<file path="src/rtl/fpu_operand_unpack_if.sv">
// Bus bundle for the FPU operand-unpack stage: upstream operand handshake,
// downstream result handshake and a state debug tap.
interface fpu_operand_unpack_if;
  // Handshakes: a transfer happens on a rising clock edge where valid and ready
  // are both high. Once valid_o rises, valid_o and all result fields are held
  // until that transfer happens. ready_o is high only while the stage is idle.
  logic        valid_i;
  logic        ready_o;
  logic [31:0] rs1_i;
  logic [31:0] rs2_i;
  logic [2:0]  rm_i;
  logic        valid_o;
  logic        ready_i;
  logic [31:0] rs1_o;
  logic [31:0] rs2_o;
  logic [9:0]  rs1Exp_o;
  logic [9:0]  rs2Exp_o;
  logic [23:0] rs1Sig_o;
  logic [23:0] rs2Sig_o;
  logic [5:0]  rs1Class_o;
  logic [5:0]  rs2Class_o;
  logic [2:0]  rm_o;
  logic [1:0]  state_o;

  modport master (
    output valid_i, rs1_i, rs2_i, rm_i, ready_i,
    input  ready_o, valid_o, rs1_o, rs2_o, rs1Exp_o, rs2Exp_o,
           rs1Sig_o, rs2Sig_o, rs1Class_o, rs2Class_o, rm_o, state_o
  );

  modport slave (
    input  valid_i, rs1_i, rs2_i, rm_i, ready_i,
    output ready_o, valid_o, rs1_o, rs2_o, rs1Exp_o, rs2Exp_o,
           rs1Sig_o, rs2Sig_o, rs1Class_o, rs2Class_o, rm_o, state_o
  );
endinterface

</file>
<file path="src/rtl/fpu_operand_unpack.sv">
// Classifies two single-precision operands and normalizes subnormal
// significands one bit per cycle before handing them to the multiplier.
module fpu_operand_unpack (
  input  logic                 clk_i,
  input  logic                 rst_n_i,
  fpu_operand_unpack_if.slave  bus
);

  typedef enum logic [1:0] {
    S_IDLE = 2'd0,
    S_NORM = 2'd1,
    S_DONE = 2'd2
  } state_e;

  localparam logic [5:0] CLS_ZERO = 6'b000001;
  localparam logic [5:0] CLS_SUB  = 6'b000010;
  localparam logic [5:0] CLS_NORM = 6'b000100;
  localparam logic [5:0] CLS_INF  = 6'b001000;
  localparam logic [5:0] CLS_SNAN = 6'b010000;
  localparam logic [5:0] CLS_QNAN = 6'b100000;

  localparam logic [9:0] EXP_MIN  = 10'h382;  // -126
  localparam logic [9:0] EXP_SPEC = 10'h080;  // +128
  localparam logic [9:0] EXP_BIAS = 10'd127;

  typedef struct packed {
    logic [5:0]  cls;
    logic [9:0]  exp;
    logic [23:0] sig;
  } unpack_t;

  function automatic unpack_t classify(input logic [31:0] x);
    unpack_t r;
    r.sig = {1'b0, x[22:0]};
    r.exp = EXP_SPEC;
    r.cls = CLS_NORM;
    if (x[30:23] == 8'h00) begin
      r.exp = EXP_MIN;
      r.cls = (x[22:0] == 23'd0) ? CLS_ZERO : CLS_SUB;
    end else if (x[30:23] == 8'hFF) begin
      if (x[22:0] == 23'd0)  r.cls = CLS_INF;
      else if (x[22])        r.cls = CLS_QNAN;
      else                   r.cls = CLS_SNAN;
    end else begin
      r.exp = {2'b00, x[30:23]} - EXP_BIAS;
      r.sig = {1'b1, x[22:0]};
    end
    return r;
  endfunction

  state_e      state_q, state_d;
  logic [31:0] rs1_q, rs1_d, rs2_q, rs2_d;
  logic [2:0]  rm_q, rm_d;
  logic [9:0]  exp1_q, exp1_d, exp2_q, exp2_d;
  logic [23:0] sig1_q, sig1_d, sig2_q, sig2_d;
  logic [5:0]  cls1_q, cls1_d, cls2_q, cls2_d;
  unpack_t     u1, u2;
  logic        shift1, shift2;

  always_comb begin
    state_d = state_q;
    rs1_d   = rs1_q;
    rs2_d   = rs2_q;
    rm_d    = rm_q;
    exp1_d  = exp1_q;
    exp2_d  = exp2_q;
    sig1_d  = sig1_q;
    sig2_d  = sig2_q;
    cls1_d  = cls1_q;
    cls2_d  = cls2_q;
    u1      = classify(bus.rs1_i);
    u2      = classify(bus.rs2_i);
    shift1  = (cls1_q == CLS_SUB) && !sig1_q[23];
    shift2  = (cls2_q == CLS_SUB) && !sig2_q[23];

    case (state_q)
      S_IDLE: begin
        if (bus.valid_i) begin
          rs1_d   = bus.rs1_i;
          rs2_d   = bus.rs2_i;
          rm_d    = bus.rm_i;
          cls1_d  = u1.cls;
          exp1_d  = u1.exp;
          sig1_d  = u1.sig;
          cls2_d  = u2.cls;
          exp2_d  = u2.exp;
          sig2_d  = u2.sig;
          state_d = ((u1.cls == CLS_SUB) || (u2.cls == CLS_SUB)) ? S_NORM : S_DONE;
        end
      end
      S_NORM: begin
        if (shift1) begin
          sig1_d = sig1_q << 1;
          exp1_d = exp1_q - 10'd1;
        end
        if (shift2) begin
          sig2_d = sig2_q << 1;
          exp2_d = exp2_q - 10'd1;
        end
        // Leave as soon as the shifted values have their integer bit set, so
        // the time spent here equals the larger leading-zero count.
        if (!((cls1_q == CLS_SUB) && !sig1_d[23]) &&
            !((cls2_q == CLS_SUB) && !sig2_d[23]))
          state_d = S_DONE;
      end
      S_DONE: begin
        if (bus.ready_i) state_d = S_IDLE;
      end
      default: state_d = S_IDLE;
    endcase
  end

  always_ff @(posedge clk_i or negedge rst_n_i) begin
    if (!rst_n_i) begin
      state_q <= S_IDLE;
      rs1_q   <= '0;
      rs2_q   <= '0;
      rm_q    <= '0;
      exp1_q  <= '0;
      exp2_q  <= '0;
      sig1_q  <= '0;
      sig2_q  <= '0;
      cls1_q  <= '0;
      cls2_q  <= '0;
    end else begin
      state_q <= state_d;
      rs1_q   <= rs1_d;
      rs2_q   <= rs2_d;
      rm_q    <= rm_d;
      exp1_q  <= exp1_d;
      exp2_q  <= exp2_d;
      sig1_q  <= sig1_d;
      sig2_q  <= sig2_d;
      cls1_q  <= cls1_d;
      cls2_q  <= cls2_d;
    end
  end

  assign bus.ready_o    = (state_q == S_IDLE);
  assign bus.valid_o    = (state_q == S_DONE);
  assign bus.rs1_o      = rs1_q;
  assign bus.rs2_o      = rs2_q;
  assign bus.rm_o       = rm_q;
  assign bus.rs1Exp_o   = exp1_q;
  assign bus.rs2Exp_o   = exp2_q;
  assign bus.rs1Sig_o   = sig1_q;
  assign bus.rs2Sig_o   = sig2_q;
  assign bus.rs1Class_o = cls1_q;
  assign bus.rs2Class_o = cls2_q;
  assign bus.state_o    = state_q;

endmodule

</file>
<file path="src/flat_wrapper.sv">
// flat-port wrapper written by rule: the top's interface ports become plain ports
module fpu_operand_unpack_flat 
  (clk_i, rst_n_i, bus_valid_i, bus_rs1_i, bus_rs2_i, bus_rm_i, bus_ready_i, bus_ready_o, bus_valid_o, bus_rs1_o, bus_rs2_o, bus_rs1Exp_o, bus_rs2Exp_o, bus_rs1Sig_o, bus_rs2Sig_o, bus_rs1Class_o, bus_rs2Class_o, bus_rm_o, bus_state_o);
  fpu_operand_unpack_if bus_i ();
  input  logic clk_i;
  input  logic rst_n_i;
  input wire logic [$bits(bus_i.valid_i)-1:0] bus_valid_i;
  input wire logic [$bits(bus_i.rs1_i)-1:0] bus_rs1_i;
  input wire logic [$bits(bus_i.rs2_i)-1:0] bus_rs2_i;
  input wire logic [$bits(bus_i.rm_i)-1:0] bus_rm_i;
  input wire logic [$bits(bus_i.ready_i)-1:0] bus_ready_i;
  output wire logic [$bits(bus_i.ready_o)-1:0] bus_ready_o;
  output wire logic [$bits(bus_i.valid_o)-1:0] bus_valid_o;
  output wire logic [$bits(bus_i.rs1_o)-1:0] bus_rs1_o;
  output wire logic [$bits(bus_i.rs2_o)-1:0] bus_rs2_o;
  output wire logic [$bits(bus_i.rs1Exp_o)-1:0] bus_rs1Exp_o;
  output wire logic [$bits(bus_i.rs2Exp_o)-1:0] bus_rs2Exp_o;
  output wire logic [$bits(bus_i.rs1Sig_o)-1:0] bus_rs1Sig_o;
  output wire logic [$bits(bus_i.rs2Sig_o)-1:0] bus_rs2Sig_o;
  output wire logic [$bits(bus_i.rs1Class_o)-1:0] bus_rs1Class_o;
  output wire logic [$bits(bus_i.rs2Class_o)-1:0] bus_rs2Class_o;
  output wire logic [$bits(bus_i.rm_o)-1:0] bus_rm_o;
  output wire logic [$bits(bus_i.state_o)-1:0] bus_state_o;
  assign bus_i.valid_i = bus_valid_i;
  assign bus_i.rs1_i = bus_rs1_i;
  assign bus_i.rs2_i = bus_rs2_i;
  assign bus_i.rm_i = bus_rm_i;
  assign bus_i.ready_i = bus_ready_i;
  assign bus_ready_o = bus_i.ready_o;
  assign bus_valid_o = bus_i.valid_o;
  assign bus_rs1_o = bus_i.rs1_o;
  assign bus_rs2_o = bus_i.rs2_o;
  assign bus_rs1Exp_o = bus_i.rs1Exp_o;
  assign bus_rs2Exp_o = bus_i.rs2Exp_o;
  assign bus_rs1Sig_o = bus_i.rs1Sig_o;
  assign bus_rs2Sig_o = bus_i.rs2Sig_o;
  assign bus_rs1Class_o = bus_i.rs1Class_o;
  assign bus_rs2Class_o = bus_i.rs2Class_o;
  assign bus_rm_o = bus_i.rm_o;
  assign bus_state_o = bus_i.state_o;
  fpu_operand_unpack u_core (.clk_i(clk_i), .rst_n_i(rst_n_i), .bus(bus_i));
endmodule
</file>
<file path="config.mk">
export PLATFORM = sky130hd
export DESIGN_NAME = fpu_operand_unpack_flat
export DESIGN_NICKNAME = d
export VERILOG_FILES = /design/src/rtl/fpu_operand_unpack_if.sv /design/src/rtl/fpu_operand_unpack.sv /design/src/flat_wrapper.sv
export SDC_FILE = /design/constraint.sdc
export NUM_CORES = 1
export LEC_CHECK = 0
export ABC_AREA = 1
export CORE_ASPECT_RATIO = 1.25
export CORE_MARGIN = 1.5
export CORE_UTILIZATION = 31
export DETAILED_ROUTE_END_ITERATION = 10
export PLACE_DENSITY = 0.66
export SETUP_SLACK_MARGIN = 0.3
export SLEW_MARGIN = 40
export SYNTH_ARGS = -nofsm -noshare
export SYNTH_HDL_FRONTEND = slang
export SYNTH_SLANG_ARGS = --single-unit
</file>
<file path="constraint.sdc">
create_clock -name clk_i -period 4.2 [get_ports clk_i]
set_input_delay 1.26 -clock clk_i [delete_from_list [all_inputs] [get_ports clk_i]]
set_output_delay 1.26 -clock clk_i [all_outputs]
set_load 0.05 [all_outputs]
</file>
Yosys cells after proc, flatten, opt, wreduce, memory -nomap -nowiden:

Cells that the tools add are included.
Widths: inputs -> output; s select.

* register bits after elaboration: 149
* output and inout port bits: 151
* logic and storage cells: 85

* add/sub/neg operators: 4
* equality and inequality tests: 13
* muxes and demuxes: 33
* reduce and logical (&&, ||, !) cells: 23

Operator list (count)
* $mux 24: 8
* $pmux 24 s2: 2
* $mux 34: 2
* $logic_not 23->1: 2
* $mux 10: 4
* $pmux 10 s2: 2
* $mux 6: 6
* $mux 16: 2
* $eq 6x2->1 const B: 4
* $sub 10x1->10 const B: 2
* $sub 8x7->9 const B: 2
* $eq 8x8->1 const B: 2
* $logic_not 8->1: 2
* $mux 2: 6
* $reduce_and 3->1: 3
* $logic_not 1->1: 6
* $ne 2x1->1 const B: 3
* $pmux 2 s3: 1
* $logic_and 1x1->1: 5
* $ne 2x2->1 const B: 2
* $reduce_and 2->1: 2
* $eq 2x1->1 const B: 1
* $eq 2x2->1 const B: 1
* $logic_not 2->1: 1
* other kinds (2): 2

Logic depth before layout (Yosys ltp):

* word-level depth: 10
* depth in mapped cells: 11
* mapped depth without buffers: 11

Worst setup path after synthesis:

OpenSTA, ideal clock, no wires.

* path kind: register to output
* start point: register u_core.state_q[1] (netlist: u_core.bus.state_o[1])
* end point: output bus_valid_o
* arrival time: 1.551 ns
* path slack: 1.389 ns
* stages on the path, launching flop included: 3
* buffers on the path: 0
* cells stage by stage: dfrtp_1 inv_1 nor2_1

* longest elaborated chain between the ends: 1

Ends and longest elaborated chain
* start, declared: RTL line fpu_operand_unpack.sv:51 `state_e state_q, state_d;`
* start signal, assigned: RTL line fpu_operand_unpack.sv:126 `state_q <= state_d;`
* $eq 2x2->1: RTL line fpu_operand_unpack.sv:140 `assign bus.valid_o = (state_q == S_DONE);`
* end, declared: RTL line flat_wrapper.sv:13 `output wire logic [$bits(bus_i.valid_o)-1:0] bus_valid_o;`

No other way between the ends.

Worst setup path in the final report:

* start point: register u_core.state_q[0] (netlist: u_core.bus.state_o[0])
* end point: output bus_ready_o

* longest elaborated chain between the ends: 1

Ends and longest elaborated chain
* $logic_not 2->1: RTL line fpu_operand_unpack.sv:139 `assign bus.ready_o = (state_q == S_IDLE);`
* end, declared: RTL line flat_wrapper.sv:12 `output wire logic [$bits(bus_i.ready_o)-1:0] bus_ready_o;`

No other way between the ends.

==> flow_results.org <==
** Outcome
- Status :: complete, no violations

** Power and ir drop
- Cell leakage power :: 0.00475 uW
- Across the VDD grid, the largest voltage drop is 386 uV.
- In this run the power density over the cells is 765 mW/mm2.

** Min path
- The worst hold path terminates at u_core.bus.rs1_o[9]$_DFFE_PN0P_.
- Hold_sp :: u_core.bus.rs1_o[9]$_DFFE_PN0P_
- Hold WC Path Type :: register to register
- Min-Delay Path Depth :: 2

** GRT
- Global-route wire length before repair :: 33900 um
- Number of global-route vias before repair :: 6496
- Entering global routing, the biggest net connects 70 pins.
- Final global-route overflow total :: 0
- The initial antenna violation count was 0.
- For this run, the total global-route usage over all layers was measured as 0.188.

** Floorplan
- The initial utilization of the core area, before any placement, comes to 0.315.
- The initialized floorplan defines 61 standard-cell rows.
- The die covers 0.0234 mm2.
- From bottom edge to top edge, the die measures 171 um.
- The die is 137 um wide.
- 222 I/O pins were placed.
- The total area inside the core boundary comes to 0.0221 mm2.

** Synthesis
- After synthesis, the cell types taking the most area are sky130_fd_sc_hd__dfrtp_1 (54%), sky130_fd_sc_hd__nand2_1 (15%), sky130_fd_sc_hd__o221ai_1 (5.5%), sky130_fd_sc_hd__inv_1 (5.1%), sky130_fd_sc_hd__nor2_1 (4.5%).
- Warning count from the yosys run :: 0
- Mean instance size in the synthesized netlist :: 8.34 um2
- Of the synthesized area, sequential elements account for 0.535.
- The share of synthesized area in the top cell type comes to 0.535.
- Gate count of the mapped netlist :: 835
- After synthesis the netlist holds a flip-flop and latch count of 149.
- Summing every instance area after synthesis gives 0.00696 mm2.
- Yosys top cell by area :: sky130_fd_sc_hd__dfrtp_1
- The number of nets handed over by synthesis was 912.
- Number of distinct library cells after synthesis :: 29

** Clock network
- CTS placed an instance of sky130_fd_sc_hd__clkbuf_16 at the clock tree root.
- Cts bufs inserted :: 17
- Maximum count of clock buffers along a single path :: 2
- Clock-pin slew was measured on the worst setup and hold paths at 70 ps.
- Count of H-tree levels built during CTS :: 4
- PostCTS Resize Cnt :: 0
- Clk_lat worst skew :: 430 ps
- The number of setup buffers added after CTS is 0.
- Total clock sinks :: 149
- Buffers inserted to repair hold after CTS numbered 0.
- TritonCTS built the clock tree.

** Finish
- Area of the multi-input gates :: 0.00267 mm2
- Once layout is complete, the utilization of the core stands at 0.453.
- Growth of design area from synthesis to finish :: 43.9%
- Fraction of final layout cells sized beyond drive strength 1 :: 0.0556
- The library cells used most frequently in the layout, excluding fill and tap cells, are sky130_fd_sc_hd__nand2_1 (286), sky130_fd_sc_hd__clkdlybuf4s50_1 (220), sky130_fd_sc_hd__dfrtp_1 (149).
- Number of inserted filler cells in the final layout :: 2193
- In the final design database the tool counted 1126 nets.
- Sequential cell area :: 0.00373 mm2
- N_diodes :: 0
- The library cell used most frequently in the layout, excluding fill and tap cells, is sky130_fd_sc_hd__nand2_1.

** Critical path
- Launching point of the worst reg2reg path :: u_core.bus.state_o[1]$_DFFE_PN0P_
- Measured in cells, the most critical reg-to-reg path has a length of 8.
- For the worst setup path, the data required time is 2940 ps.
- CP Capture Type :: output pin
- Arr. time, crit path :: 1980 ps
- In this run the critical register-to-register path is captured at u_core.bus.rs1Exp_o[9]$_DFFE_PN0P_.
- Start-to-end type of the worst setup path :: register to output pin
- Worst stage delay on the critical path :: 840 ps
- Slowest stage cell on the critical path :: sky130_fd_sc_hd__clkdlybuf4s50_1
- Cell chain of the critical path :: nor2_4, clkdlybuf4s50_1
- Critical path peak fanout :: 7
- Kind of start point of the critical path :: register
- Setup slack on the worst reg-to-reg path comes out at 1810 ps.

** Route
- For this run, design rule violations remaining after detail routing come to 0.
- Dividing the detail-routed wire length by the instance count gives 15.9 um.
- The final layout contains routed wiring with a total length of 21400 um.
- Detailed Route Iter0 Violations :: 402
- Antenna-violating nets left :: 0
- Number of vias per cell :: 4.73
- The first detailed-routing pass ran for 5 iterations.
- Vias :: 6367

** Timing
- Slew at the pin closest to its max-slew limit :: 601 ps
- Summed over all failing endpoints, the final setup total negative slack is 0 ps.
- The number of slew-limit violations in the final report came to 0.
- Setup slack closes at 961 ps.
- Final setup violating endpoints :: 0
- Final cycle utilization of the critical path :: 0.771
- Setup repair after global routing left no endpoint under its margin.
- Post-layout minimum cycle time :: 3240 ps
- Maximum achievable frequency :: 0.309 GHz
- Across the routed clock network, the largest skew measured is 10.3 ps.
- Hold Vio Cnt, Final :: 0
- In this run the tightest slew margin relative to its limit is 0.598.

** Placed design
- The congestion estimate from routability-driven global placement came to 0.829.
- Input and output buffers added on the ports amount to 221.
- DP Worst Slack :: 1000 ps
- The HPWL after detailed placement is 15400 um.

** Flow run
- Max-cap violations in this run came to 0.
==> worst max-delay path by stage <==
| stage | from | end | slack (ps) | cells past startpoint |
|---|---|---|---|---|
| floorplan | u_core.bus.state_o[1]$_DFFE_PN0P_ | bus_valid_o | 1390 | 2 |
| global placement | bus_rs2_i[23] | u_core.bus.rs2Exp_o[7]$_DFFE_PN0P_ | 1010 | 10 |
| detailed placement | bus_rs2_i[23] | u_core.bus.rs2Exp_o[7]$_DFFE_PN0P_ | 1000 | 10 |
| CTS | u_core.bus.state_o[0]$_DFFE_PN0P_ | bus_ready_o | 920 | 2 |
| global route | u_core.bus.state_o[0]$_DFFE_PN0P_ | bus_ready_o | 900 | 2 |
| finish | u_core.bus.state_o[0]$_DFFE_PN0P_ | bus_ready_o | 960 | 2 |
==> registers in the layout, summed over array words and instances (netlist names) <==
signal / count
u_core.bus.rs1_o: 32
u_core.bus.rs2Sig_o: 24
u_core.bus.rs2Class_o: 6
u_core.bus.rm_o: 3
u_core.bus.rs1Class_o: 6
u_core.bus.rs1Sig_o: 24
u_core.bus.rs1Exp_o: 10
u_core.bus.state_o: 2
u_core.bus.rs2_o: 32
u_core.bus.rs2Exp_o: 10
==> synthesized netlist by cell type <==
library cell and instances:
sky130_fd_sc_hd__o31ai_1 3, sky130_fd_sc_hd__buf_2 21, sky130_fd_sc_hd__a22oi_1 1, sky130_fd_sc_hd__xor2_1 6, sky130_fd_sc_hd__inv_1 94, sky130_fd_sc_hd__nor3_1 4
sky130_fd_sc_hd__o21ai_0 37, sky130_fd_sc_hd__buf_4 6, sky130_fd_sc_hd__dfrtp_1 149, sky130_fd_sc_hd__nand2_1 286, sky130_fd_sc_hd__o22ai_1 4, sky130_fd_sc_hd__nand2_4 4
sky130_fd_sc_hd__a21oi_2 5, sky130_fd_sc_hd__o31ai_2 1, sky130_fd_sc_hd__nor2_1 83, sky130_fd_sc_hd__a21oi_1 11, sky130_fd_sc_hd__o221ai_1 44, sky130_fd_sc_hd__inv_2 4
sky130_fd_sc_hd__buf_6 4, sky130_fd_sc_hd__nand2_2 2, sky130_fd_sc_hd__o211ai_1 2, sky130_fd_sc_hd__o21bai_1 1, sky130_fd_sc_hd__nand4_1 8, sky130_fd_sc_hd__a21o_1 3
sky130_fd_sc_hd__clkbuf_1 1, sky130_fd_sc_hd__nand3_1 41, sky130_fd_sc_hd__or2_2 1, sky130_fd_sc_hd__ha_1 6, sky130_fd_sc_hd__nor2_4 3
==> routing by layer <==
| layer | routed length [um] | global-route usage |
|---|---|---|
| met1 | 8710 | 0.223 |
| met2 | 10900 | 0.323 |
| met3 | 1050 | 0.0415 |
| met4 | 754 | 0.0883 |
| met5 | 0 | 0 |
==> through the flow <==
stage | instances | hold WS (ps) | cell area (um2) | total power (uW)
floorplan | 835 | 755 | 6960 | 4670
global placement | 1313 | 463 | 9390 | 6020
detailed placement | 1313 | 465 | 9390 | 6040
CTS | 1345 | 486 | 10000 | 7740
global route | 1345 | 502 | 10000 | 8040
finish | 1345 | 481 | 10000 | 7660
==> report_power, final <==
part	internal, uW	total (uW)	leakage [uW]	switching (uW)
registers	1910	2260	0.00184	349
logic	1170	3750	0.00260	2580
clock network	973	1650	0.000304	682
==> logic make-up after synthesis <==
family | after synthesis | share of synthesized area
buffers and inverters | 130 | 0.0814
xor gates and xnor gates | 6 | 0.00755
adders and majority gates | 6 | 0.0108
and+or+nand+nor | 432 | 0.252
DFF | 149 | 0.535
AOI/OAI and AO/OA | 112 | 0.112
==> cell type report <==
cell class,count,area share
Sequential cell,149,0.372
Multi-Input combinational cell,556,0.266
Timing Repair Buffer,227,0.227
Clock buffer,18,0.0438
Inverter,98,0.0367
Tap cell,283,0.0353
Clock inverter,14,0.0191
==> critical path: cells and delay by family (launching register included) <==
kind                   cells  cell delay, ps
buffers and inverters      1             840
DFF                        1             480
and+or+nand+nor            1             230
Power figures use the tool's default switching activity.
